===== src/rtl/matrix_frame_scheduler.sv =====
// Sequences the enabled transform matrices into the matrix-multiply engine, one valid/ready offer per stage.
// Latency: first offer CORDIC_LAT+1 cycles after the sampled tick; backpressure holds the offer until gpu_ready or TIMEOUT.
module matrix_frame_scheduler #(
  parameter int CORDIC_LAT = 16,
  parameter int TIMEOUT    = 64
) (
  input  logic       CLK,
  input  logic       rst_n,
  input  logic       frame_tick,
  input  logic       en,
  input  logic [5:0] cfg_mask,
  input  logic       gpu_ready,
  output logic [3:0] mtrx_sel,
  output logic       mtrx_valid,
  output logic       frame_busy,
  output logic       frame_done,
  output logic       overrun,
  output logic       timeout_err
);

  typedef enum logic [1:0] {IDLE, WAIT, ISSUE, DONE} state_t;

  localparam logic [7:0] WAIT_LAST = 8'(CORDIC_LAT - 1);
  localparam logic [7:0] TO_LAST   = 8'(TIMEOUT - 1);

  state_t     state, state_nxt;
  logic [5:0] mask_q;
  logic [7:0] wait_cnt;
  logic [7:0] to_cnt;

  logic [3:0] sel_d;
  logic       valid_d, busy_d, done_d, overrun_d, terr_d;

  // Lowest enabled stage code strictly above cur; 0 when none remain.
  function automatic logic [3:0] next_code(input logic [5:0] m, input logic [3:0] cur);
    logic [3:0] r;
    r = 4'd0;
    for (int i = 0; i < 6; i++) begin
      if (m[i] && (4'(i + 1) > cur) && (r == 4'd0)) r = 4'(i + 1);
    end
    return r;
  endfunction

  logic       start, wait_end, xfer, stall_hit;
  logic [3:0] code_after;

  assign start      = (state == IDLE) && en && frame_tick;
  assign wait_end   = (state == WAIT) && (wait_cnt == WAIT_LAST);
  assign xfer       = mtrx_valid && gpu_ready;
  assign stall_hit  = mtrx_valid && !gpu_ready && (to_cnt == TO_LAST);
  assign code_after = next_code(mask_q, mtrx_sel);

  always_ff @(posedge CLK) begin
    if (!rst_n) begin
      state       <= IDLE;
      mtrx_sel    <= 4'd0;
      mtrx_valid  <= 1'b0;
      frame_busy  <= 1'b0;
      frame_done  <= 1'b0;
      overrun     <= 1'b0;
      timeout_err <= 1'b0;
    end else begin
      state       <= state_nxt;
      mtrx_sel    <= sel_d;
      mtrx_valid  <= valid_d;
      frame_busy  <= busy_d;
      frame_done  <= done_d;
      overrun     <= overrun_d;
      timeout_err <= terr_d;
    end
  end

  always_comb begin
    state_nxt = state;
    case (state)
      IDLE:  if (start) state_nxt = WAIT;
      WAIT: begin
        if (!en)           state_nxt = IDLE;
        else if (wait_end) state_nxt = (mask_q != 6'd0) ? ISSUE : DONE;
      end
      ISSUE: begin
        if (!en || stall_hit)                  state_nxt = IDLE;
        else if (xfer && code_after == 4'd0)   state_nxt = DONE;
      end
      DONE:  state_nxt = IDLE;
      default: state_nxt = IDLE;
    endcase
  end

  always_comb begin
    sel_d     = mtrx_sel;
    valid_d   = mtrx_valid;
    busy_d    = frame_busy;
    done_d    = 1'b0;
    terr_d    = 1'b0;
    overrun_d = frame_tick && (state != IDLE);
    case (state)
      IDLE: if (start) busy_d = 1'b1;
      WAIT: begin
        if (!en) begin
          {sel_d, valid_d, busy_d} = '0;
        end else if (wait_end) begin
          if (mask_q != 6'd0) begin
            sel_d   = next_code(mask_q, 4'd0);
            valid_d = 1'b1;
          end else begin
            busy_d = 1'b0;
            done_d = 1'b1;
          end
        end
      end
      ISSUE: begin
        if (!en) begin
          {sel_d, valid_d, busy_d} = '0;
        end else if (stall_hit) begin
          {sel_d, valid_d, busy_d} = '0;
          terr_d = 1'b1;
        end else if (xfer) begin
          if (code_after != 4'd0) begin
            sel_d = code_after;
          end else begin
            {sel_d, valid_d, busy_d} = '0;
            done_d = 1'b1;
          end
        end
      end
      default: ;
    endcase
  end

  // Stall counter only runs in ISSUE, so it is already zero on entry.
  always_ff @(posedge CLK) begin
    if (!rst_n) begin
      mask_q   <= 6'd0;
      wait_cnt <= 8'd0;
      to_cnt   <= 8'd0;
    end else begin
      if (start) begin
        mask_q   <= cfg_mask;
        wait_cnt <= 8'd0;
      end else if (state == WAIT) begin
        wait_cnt <= wait_cnt + 8'd1;
      end
      if (state != ISSUE || xfer)     to_cnt <= 8'd0;
      else if (mtrx_valid && !gpu_ready) to_cnt <= to_cnt + 8'd1;
    end
  end

endmodule


===== config.mk =====
export PLATFORM = sky130hd
export DESIGN_NAME = matrix_frame_scheduler
export DESIGN_NICKNAME = d
export VERILOG_FILES = /design/src/rtl/matrix_frame_scheduler.sv
export SDC_FILE = /design/constraint.sdc
export NUM_CORES = 1
export LEC_CHECK = 0
export ABC_AREA = 1
export CORE_ASPECT_RATIO = 0.5
export CORE_MARGIN = 8
export CORE_UTILIZATION = 50
export CTS_BUF_LIST = sky130_fd_sc_hd__clkbuf_16
export DETAILED_ROUTE_END_ITERATION = 10
export PLACE_DENSITY = 0.71
export SLEW_MARGIN = 0
export SYNTH_ARGS = -nofsm -noshare
export SYNTH_HDL_FRONTEND = slang
export SYNTH_SLANG_ARGS = --single-unit

===== constraint.sdc =====
create_clock -name CLK -period 1.9 [get_ports CLK]
set_input_delay 0.38 -clock CLK [delete_from_list [all_inputs] [get_ports CLK]]
set_output_delay 0.38 -clock CLK [all_outputs]
set_load 0.05 [all_outputs]

# After elaboration in Yosys (flattened, before gate mapping)
# Index checks and enable logic that the tools add are counted.
[totals]
register_bits = 33
input_bits = 11
out_inout_bits = 9
elab_cells = 153
[classes]
addsub = 2
order_cmp = 6
eq_ne = 13
mux = 69
n_bitwise = 1
reduce_logical = 52
[ops]
columns = ["operator", "count"]
rows = [
  ["$mux W4", 31],
  ["$logic_not A4 Y1", 11],
  ["$logic_and A1 B1 Y1", 24],
  ["$mux W1", 22],
  ["$add A8 B1 Y8 const B", 2],
  ["$mux W2", 7],
  ["$gt A3 B4 Y1 const A", 3],
  ["$mux W3", 4],
  ["$ne A3 B3 Y1 const B", 4],
  ["$eq A8 B4 Y1 const B", 1],
  ["$eq A8 B6 Y1 const B", 1],
  ["$gt A2 B4 Y1 const A", 2],
  ["$ne A4 B4 Y1 const B", 2],
  ["$pmux W2 S4", 1],
  ["$pmux W4 S2", 1],
  ["$reduce_and A3 Y1", 2],
  ["$reduce_and A6 Y1", 1],
  ["$reduce_bool A6 Y1", 1],
  ["$reduce_and A5 Y1", 1],
  ["$eq A2 B2 Y1 const B", 2],
  ["$gt A1 B4 Y1 const A", 1],
  ["$ne A2 B2 Y1 const B", 2],
  ["$pmux W1 S2", 2],
  ["$reduce_and A4 Y1", 1],
  ["10 further kinds", 14],
]

# Depth between registers and ports, before layout
# Gate-level depths: netlist of the first run.
[depth]
ltp_word = 40
mapped_depth = 12
ltp_nobuf = 12

# Worst setup path after synthesis of the first run
# OpenSTA, ideal clock, no wires.
[synth_path]
path_kind = "flip-flop to flip-flop"
start = "reg mtrx_sel[2]"
end = "reg mtrx_valid"
setup_ps = 117
t_arrival_ps = 1577
required_time_ps = 1783
path_slack_ps = 207
path_stages_with_launch = 10
path_buffers = 0
synth_period_minus_slack_ps = 1693
path_cell_list = "dfxtp_1 -> inv_2 -> nand3_1 -> nand2_2 -> nor2_2 -> nand3_2 -> nand4_2 -> nand2_4 -> a21oi_1 -> nor2_2"
[synth_via]
elab_chain_cells = 21
word_cells_on_any_way = 31
classes_between = "order compare (6); eq/ne (1); mux (6); reduce/logical (18)"
[synth_rtl]
columns = ["element", "line", "source"]
rows = [
  ["start: declaration", "13", "output logic [3:0] mtrx_sel,"],
  ["start signal: assignment", "64", "mtrx_sel <= sel_d;"],
  ["$gt A1 B4 Y1", "39", "if (m[i] && (4'(i + 1) > cur) && (r == 4'd0)) r = 4'(i + 1);"],
  ["$logic_and A1 B1 Y1", "39", ""],
  ["$mux W1", "39", ""],
  ["$logic_not A4 Y1", "39", ""],
  ["$logic_and A1 B1 Y1", "39", ""],
  ["$mux W2", "39", ""],
  ["$logic_not A4 Y1", "39", ""],
  ["$logic_and A1 B1 Y1", "39", ""],
  ["(+5 left out)", "n/a", ""],
  ["$logic_and A1 B1 Y1", "39", ""],
  ["$mux W3", "39", ""],
  ["$logic_not A4 Y1", "39", ""],
  ["$logic_and A1 B1 Y1", "39", ""],
  ["$mux W3 (*)", "39", ""],
  ["$reduce_bool A4 Y1 (*)", "119", "if (code_after != 4'd0) begin"],
  ["$ne A4 B4 Y1 (no line) (*)", "n/a", ""],
  ["$reduce_and A5 Y1 (no line) (*)", "n/a", ""],
  ["end signal: assignment", "65", "mtrx_valid <= valid_d;"],
  ["end: declaration", "14", "output logic mtrx_valid,"],
]
# Mark *: on every way between the ends. The rest lies on a longest branch, timed or not.
# A chain may end at the register's enable or synchronous reset.

# Final worst setup path of the first run
[layout_path]
start = "reg frame_busy"
end = "out frame_busy"
[layout_rtl]
columns = ["element", "line", "source"]
rows = [
  ["start: declaration", "15", "output logic frame_busy,"],
  ["start signal: assignment", "66", "frame_busy <= busy_d;"],
]
# No word-level cell between the ends.

==> impl_metrics.ini, run 1 <==
[run_status]
outcome = finished clean

[layout]
area_growth_pct = 22.1
layout.cells.non_filler = 336
insertedDiodeCount = 0
finish.utilization_pct = 64.4
nets = 301
drive_above_1_share_pct = 15.8
design_area_um2 = 2240

[setup_path]
crit_family = buffers and inverters
crit_chain = clkdlybuf4s50_1
required_ns = 1.52
cp.arrival_ns = 1.40
r2r_start = state[1]
path_max_fanout = 2
r2r_setup_slack_ns = 0.20
r2r-end = frame_done
start_kind = flip-flop
critPathMaxStageDelay_ns = 0.80
cp-end-kind = output pin
critical_path.slowest_cell = clkdlybuf4s50_1
path_buf_inv = 1
reg2reg_depth = 8
critical_path_class = reg -> out

[placement]
routabilityCongestion = 0.903
placedCellCount = 328
dpl.hpwl_mm = 3.16
placed_area_um2 = 2070
dp_worst_setup_slack_ns = -0.0114
port_buffers = 18

[pwr]
combinationalPowerShare_pct = 34.6
p_sw_mw = 0.959
swShare_pct = 36.6
finalPower_mw = 2.62
worst_ir_drop_vdd_mv = 0.484
p_leak_nw = 0.950
power_frac_clock_pct = 33.7
pwr-share-seq_pct = 31.7
p_per_area_nw_per_um2 = 1170
p_int_mw = 1.67

[logic_synthesis]
async_flop_share_pct = 0
ys_warn_count = 0
synth_seq_cells = 32
yosysSeqAreaShare_pct = 35.0
yosys_most_used_dff = dfxtp_1
avgSynthCellArea_um2 = 7.07
ys_top_cells_by_count = nand2_1, inv_1, dfxtp_1
synth_top_cell_area_share_pct = 35.0
synth_cell_types = 36
synth_area_um2 = 1830
synthMostInstantiatedCell = nand2_1
syn-num-nets = 276
synthCells = 259
synth-edff-count = 0
synth_area_leaders = dfxtp_1, nand2_1, inv_1
synth_area_leader_cell = dfxtp_1

[timing]
relSlewSlack_pct = 66.8
rsz0062_at_grt = no
hold_viol = 0
whs_ns = 0.482
post-route-min-period_ns = 1.78
final.setup.worst_slack_ns = 0.119
setup_tns_ns = 0
clock.fmax_mhz = 562
worstMarginPinSlew_ns = 0.496
slew_violations = 0
finalSetupViolCount = 0
finalClockSkew_ns = 0.00111
finalCritPeriodShare_pct = 93.7

[routing]
totalWireLength_mm = 4.06
vias_per_cell = 5.12
first_iter_violations = 72
wl_per_cell_um = 12.1
ant_nets = 0
drc = 0
vias = 1719
first_pass_iters = 4

[global_route]
grt_max_degree = 13
grt.total_usage_pct = 14.6
antenna_found_initial = 0
first_global_vias = 1704
gr-total-overflow = 0
grt_pass1_wl_mm = 7.02

[die]
io_pins = 20
die_w_um = 102
core_area_um2 = 3470
fp.dieArea_um2 = 5970
initial_core_util_pct = 52.8
rows = 15
die_h_um = 58.8

[clocking]
cts_hold_buf = 0
cts_buffers = 5
postCtsSetupBuffers = 0
cts_resized = 0
cts_tree = built
clkSinkCount = 32
root_buffer = clkbuf_16
clock_path_buffers = 2
htree_levels = 2
clk_latency_ns = 0.28
clk_pin_slew_ns = 0.05

[flow_run]
maxCapViolations = 0

[min_path]
worstHoldStart = frame_busy
whs_path_depth = 2
hold_path_end = frame_busy
hp-class = reg -> reg
worst max-delay path by stage:
stage	startpoint	to	cells after the start
2_1_floorplan	mtrx_sel[2]	mtrx_valid	9
3_3_place_gp	en	mtrx_valid	8
3_5_place_dp	en	mtrx_valid	8
4_1_cts	frame_busy	frame_busy	1
5_1_grt	state[1]	frame_done	8
6_report	frame_busy	frame_busy	1
power by group through the flow:
stage | logic, mW | registers, mW | clock network [mW]
after global routing | 0.989 | 0.846 | 0.925
after global placement | 0.871 | 0.843 | 0
after detailed placement | 0.893 | 0.845 | 0
after floorplan | 0.531 | 0.977 | 0
final | 0.908 | 0.831 | 0.886
after CTS | 0.904 | 0.832 | 0.901
per-layer routing:
| metal | wire length, um | track usage, % |
|---|---|---|
| met5 | 0 | 0 |
| met4 | 114 | 9.01 |
| met3 | 198 | 3.88 |
| met2 | 1920 | 25.0 |
| met1 | 1830 | 16.0 |
cell type report:
| class | instances | area, um^2 |
|---|---|---|
| Fill cell | 314 | 1240 |
| Multi-Input combinational cell | 178 | 997 |
| Sequential cell | 32 | 641 |
| Timing Repair Buffer | 21 | 193 |
| Inverter | 46 | 179 |
| Clock buffer | 5 | 125 |
| Tap cell | 51 | 63.8 |
| Clock inverter | 3 | 37.5 |
layout by cell type (no fill, tap or decap), types with 2 or more instances in the layout:
cell type | Yosys | final
nor3_1 | 3 | 3
clkbuf_16 | 0 | 5
nor3_2 | 4 | 4
nand4_1 | 7 | 7
nand3_1 | 17 | 17
a21oi_1 | 24 | 24
buf_4 | 1 | 7
nand2_1 | 48 | 48
nor2_4 | 2 | 2
inv_1 | 39 | 39
inv_2 | 5 | 5
clkdlybuf4s50_1 | 0 | 14
nand2_2 | 3 | 3
nand3_2 | 5 | 5
nor3b_1 | 2 | 2
clkinv_1 | 0 | 2
dfxtp_1 | 32 | 32
nor2_1 | 22 | 22
ha_1 | 6 | 6
nand2_4 | 2 | 2
o21bai_1 | 2 | 2
nor2_2 | 4 | 4
o21ai_0 | 14 | 14
flip-flops by register name (all words and copies together) (netlist names):
register and cells:
wait_cnt 8, mtrx_valid 1, timeout_err 1, mtrx_sel 3, state 2, frame_done 1
mask_q 6, frame_busy 1, overrun 1, to_cnt 8
cells by family after synthesis:
kind of cell | after synthesis | share of synthesized area [%]
DFF | 32 | 35.0
other | 1 | 0.205
xor gates and xnor gates | 1 | 0.478
muxes | 1 | 0.546
and+or+nand+nor | 124 | 35.5
buffers and inverters | 49 | 10.6
adders and majority gates | 6 | 4.10
AOI/OAI and AO/OA | 45 | 13.6
Power figures use the tool's default switching activity.
==> run 2, diff against run 1 <==
REMOVE_ABC_BUFFERS = 1   (was unset)
SLEW_MARGIN = 20   (was 0)
==> impl_metrics.ini, run 2 (synthesized netlist as in run 1, its figures left out) <==
[routing]
vias_per_cell = 5.01
first_iter_violations = 34
totalWireLength_mm = 4.07
first_pass_iters = 4
vias = 1689
drc = 0
wl_per_cell_um = 12.1
ant_nets = 0

[pwr]
finalPower_mw = 2.62
p_leak_nw = 0.960
combinationalPowerShare_pct = 34.1
worst_ir_drop_vdd_mv = 0.413
power_frac_clock_pct = 34.1
p_per_area_nw_per_um2 = 1170
p_sw_mw = 0.954
p_int_mw = 1.67
swShare_pct = 36.4
pwr-share-seq_pct = 31.8

[layout]
nets = 302
drive_above_1_share_pct = 17.1
final.fill_count = 309
layout_common_cells = nand2_1, inv_1, dfxtp_1, a21oi_1, nor2_1
area_growth_pct = 22.8
final_common_cell = nand2_1
insertedDiodeCount = 0
reg_top3 = to_cnt x8, wait_cnt x8, mask_q x6

[flow_run]
maxCapViolations = 0

[global_route]
grt_pass1_wl_mm = 6.84
antenna_found_initial = 0
grtUsageMet1_pct = 16.7
busiest_layer = met2
gr-total-overflow = 0
grt.total_usage_pct = 14.4
grt_max_degree = 13
first_global_vias = 1613
use_met3_pct = 3.76
use_met2_pct = 24.7

[clocking]
clock_path_buffers = 2
cts_buffers = 5
clk_pin_slew_ns = 0.05
clk_latency_ns = 0.28
clkSinkCount = 32
cts_tree = built
root_buffer = clkbuf_16
postCtsSetupBuffers = 0
htree_levels = 2
cts_hold_buf = 0

[timing]
hold_viol = 0
setup_tns_ns = 0
finalSetupViolCount = 0
rsz0062_at_grt = no
finalCritPeriodShare_pct = 93.4
clock.fmax_mhz = 563
final.setup.worst_slack_ns = 0.125
worstMarginPinSlew_ns = 0.497
whs_ns = 0.476
relSlewSlack_pct = 66.7
finalClockSkew_ns = 0.00480
post-route-min-period_ns = 1.77
slew_violations = 0

[min_path]
hp-class = reg -> reg

[die]
initial_core_util_pct = 52.8
io_pins = 20
die_w_um = 102
die_h_um = 58.8
rows = 15
core_area_um2 = 3470
fp.dieArea_um2 = 5970

[placement]
port_buffers = 18
routabilityCongestion = 0.920
dpl.hpwl_mm = 3.17
dp_worst_setup_slack_ns = -0.0181

[setup_path]
crit_chain = clkdlybuf4s50_1
critical_path.slowest_cell = clkdlybuf4s50_1
required_ns = 1.52
critPathMaxStageDelay_ns = 0.80
critical_path_class = reg -> out
path_max_fanout = 2
cp-end-kind = output pin
start_kind = flip-flop
crit_family = buffers and inverters
cp.arrival_ns = 1.39
path_buf_inv = 1

[run_status]
outcome = finished clean
[run 2: cell count changes in the layout (fill, tap and decap cells not counted), sizes merged]
| cell | change |
|---|---|
| inv | +1 |
| buf | +1 |
| clkinv | -1 |
[run 2: timing repair]
item / CTS / global route
resized for setup: 0 / 2
endpoints found under the setup margin: 0 / 2
hold endpoints to repair: 0 / 0
[run 2: layout make-up]
class / count / area [um^2] / share of cell area (%)
Tap cell: 51 / 63.8 / 2.84
Clock buffer: 5 / 125 / 5.56
Inverter: 46 / 179 / 7.95
Clock inverter: 3 / 38.8 / 1.72
Timing Repair Buffer: 22 / 200 / 8.90
Multi-Input combinational cell: 178 / 1000 / 44.5
Sequential cell: 32 / 641 / 28.5
[run 2: final timing paths]
path / start / end / slack [ns] / depth (start not counted)
worst max-delay path: frame_busy / frame_busy / 0.13 / 1
worst min-delay path: wait_cnt[7] / wait_cnt[7] / 0.48 / 2
worst max register to register: state[1] / mtrx_valid / 0.18 / 9
worst min register to register: wait_cnt[7] / wait_cnt[7] / 0.48 / 2
[run 2: routing by layer]
| layer | up-vias | share of wire [%] |
|---|---|---|
| met3 | 5 | 3.8 |
| met1 | 769 | 47 |
| met4 | 0 | 1.1 |
| li1 | 893 | - |
| met2 | 22 | 48 |
| met5 | - | 0 |
[run 2: per-stage QoR]
stage,std cells,utilization [%],area [um^2]
4_1_cts,337,64.6,2240
3_5_place_dp,329,59.9,2080
5_1_grt,337,64.8,2250
3_3_place_gp,329,59.9,2080
2_1_floorplan,256,-,1820
6_report,337,64.8,2250
[run 2: power by group through the flow]
stage / sequential, mW / clock, mW / combinational (mW)
after floorplan: 0.977 / 0 / 0.525
after global placement: 0.842 / 0 / 0.874
after detailed placement: 0.846 / 0 / 0.890
after CTS: 0.834 / 0.908 / 0.894
after global routing: 0.847 / 0.945 / 0.979
final: 0.835 / 0.895 / 0.894
[run 2: worst min-delay path: stages (launching register included)]
cell     delay [ns]
dfxtp_1        0.29
inv_1          0.07
a21oi_1        0.06
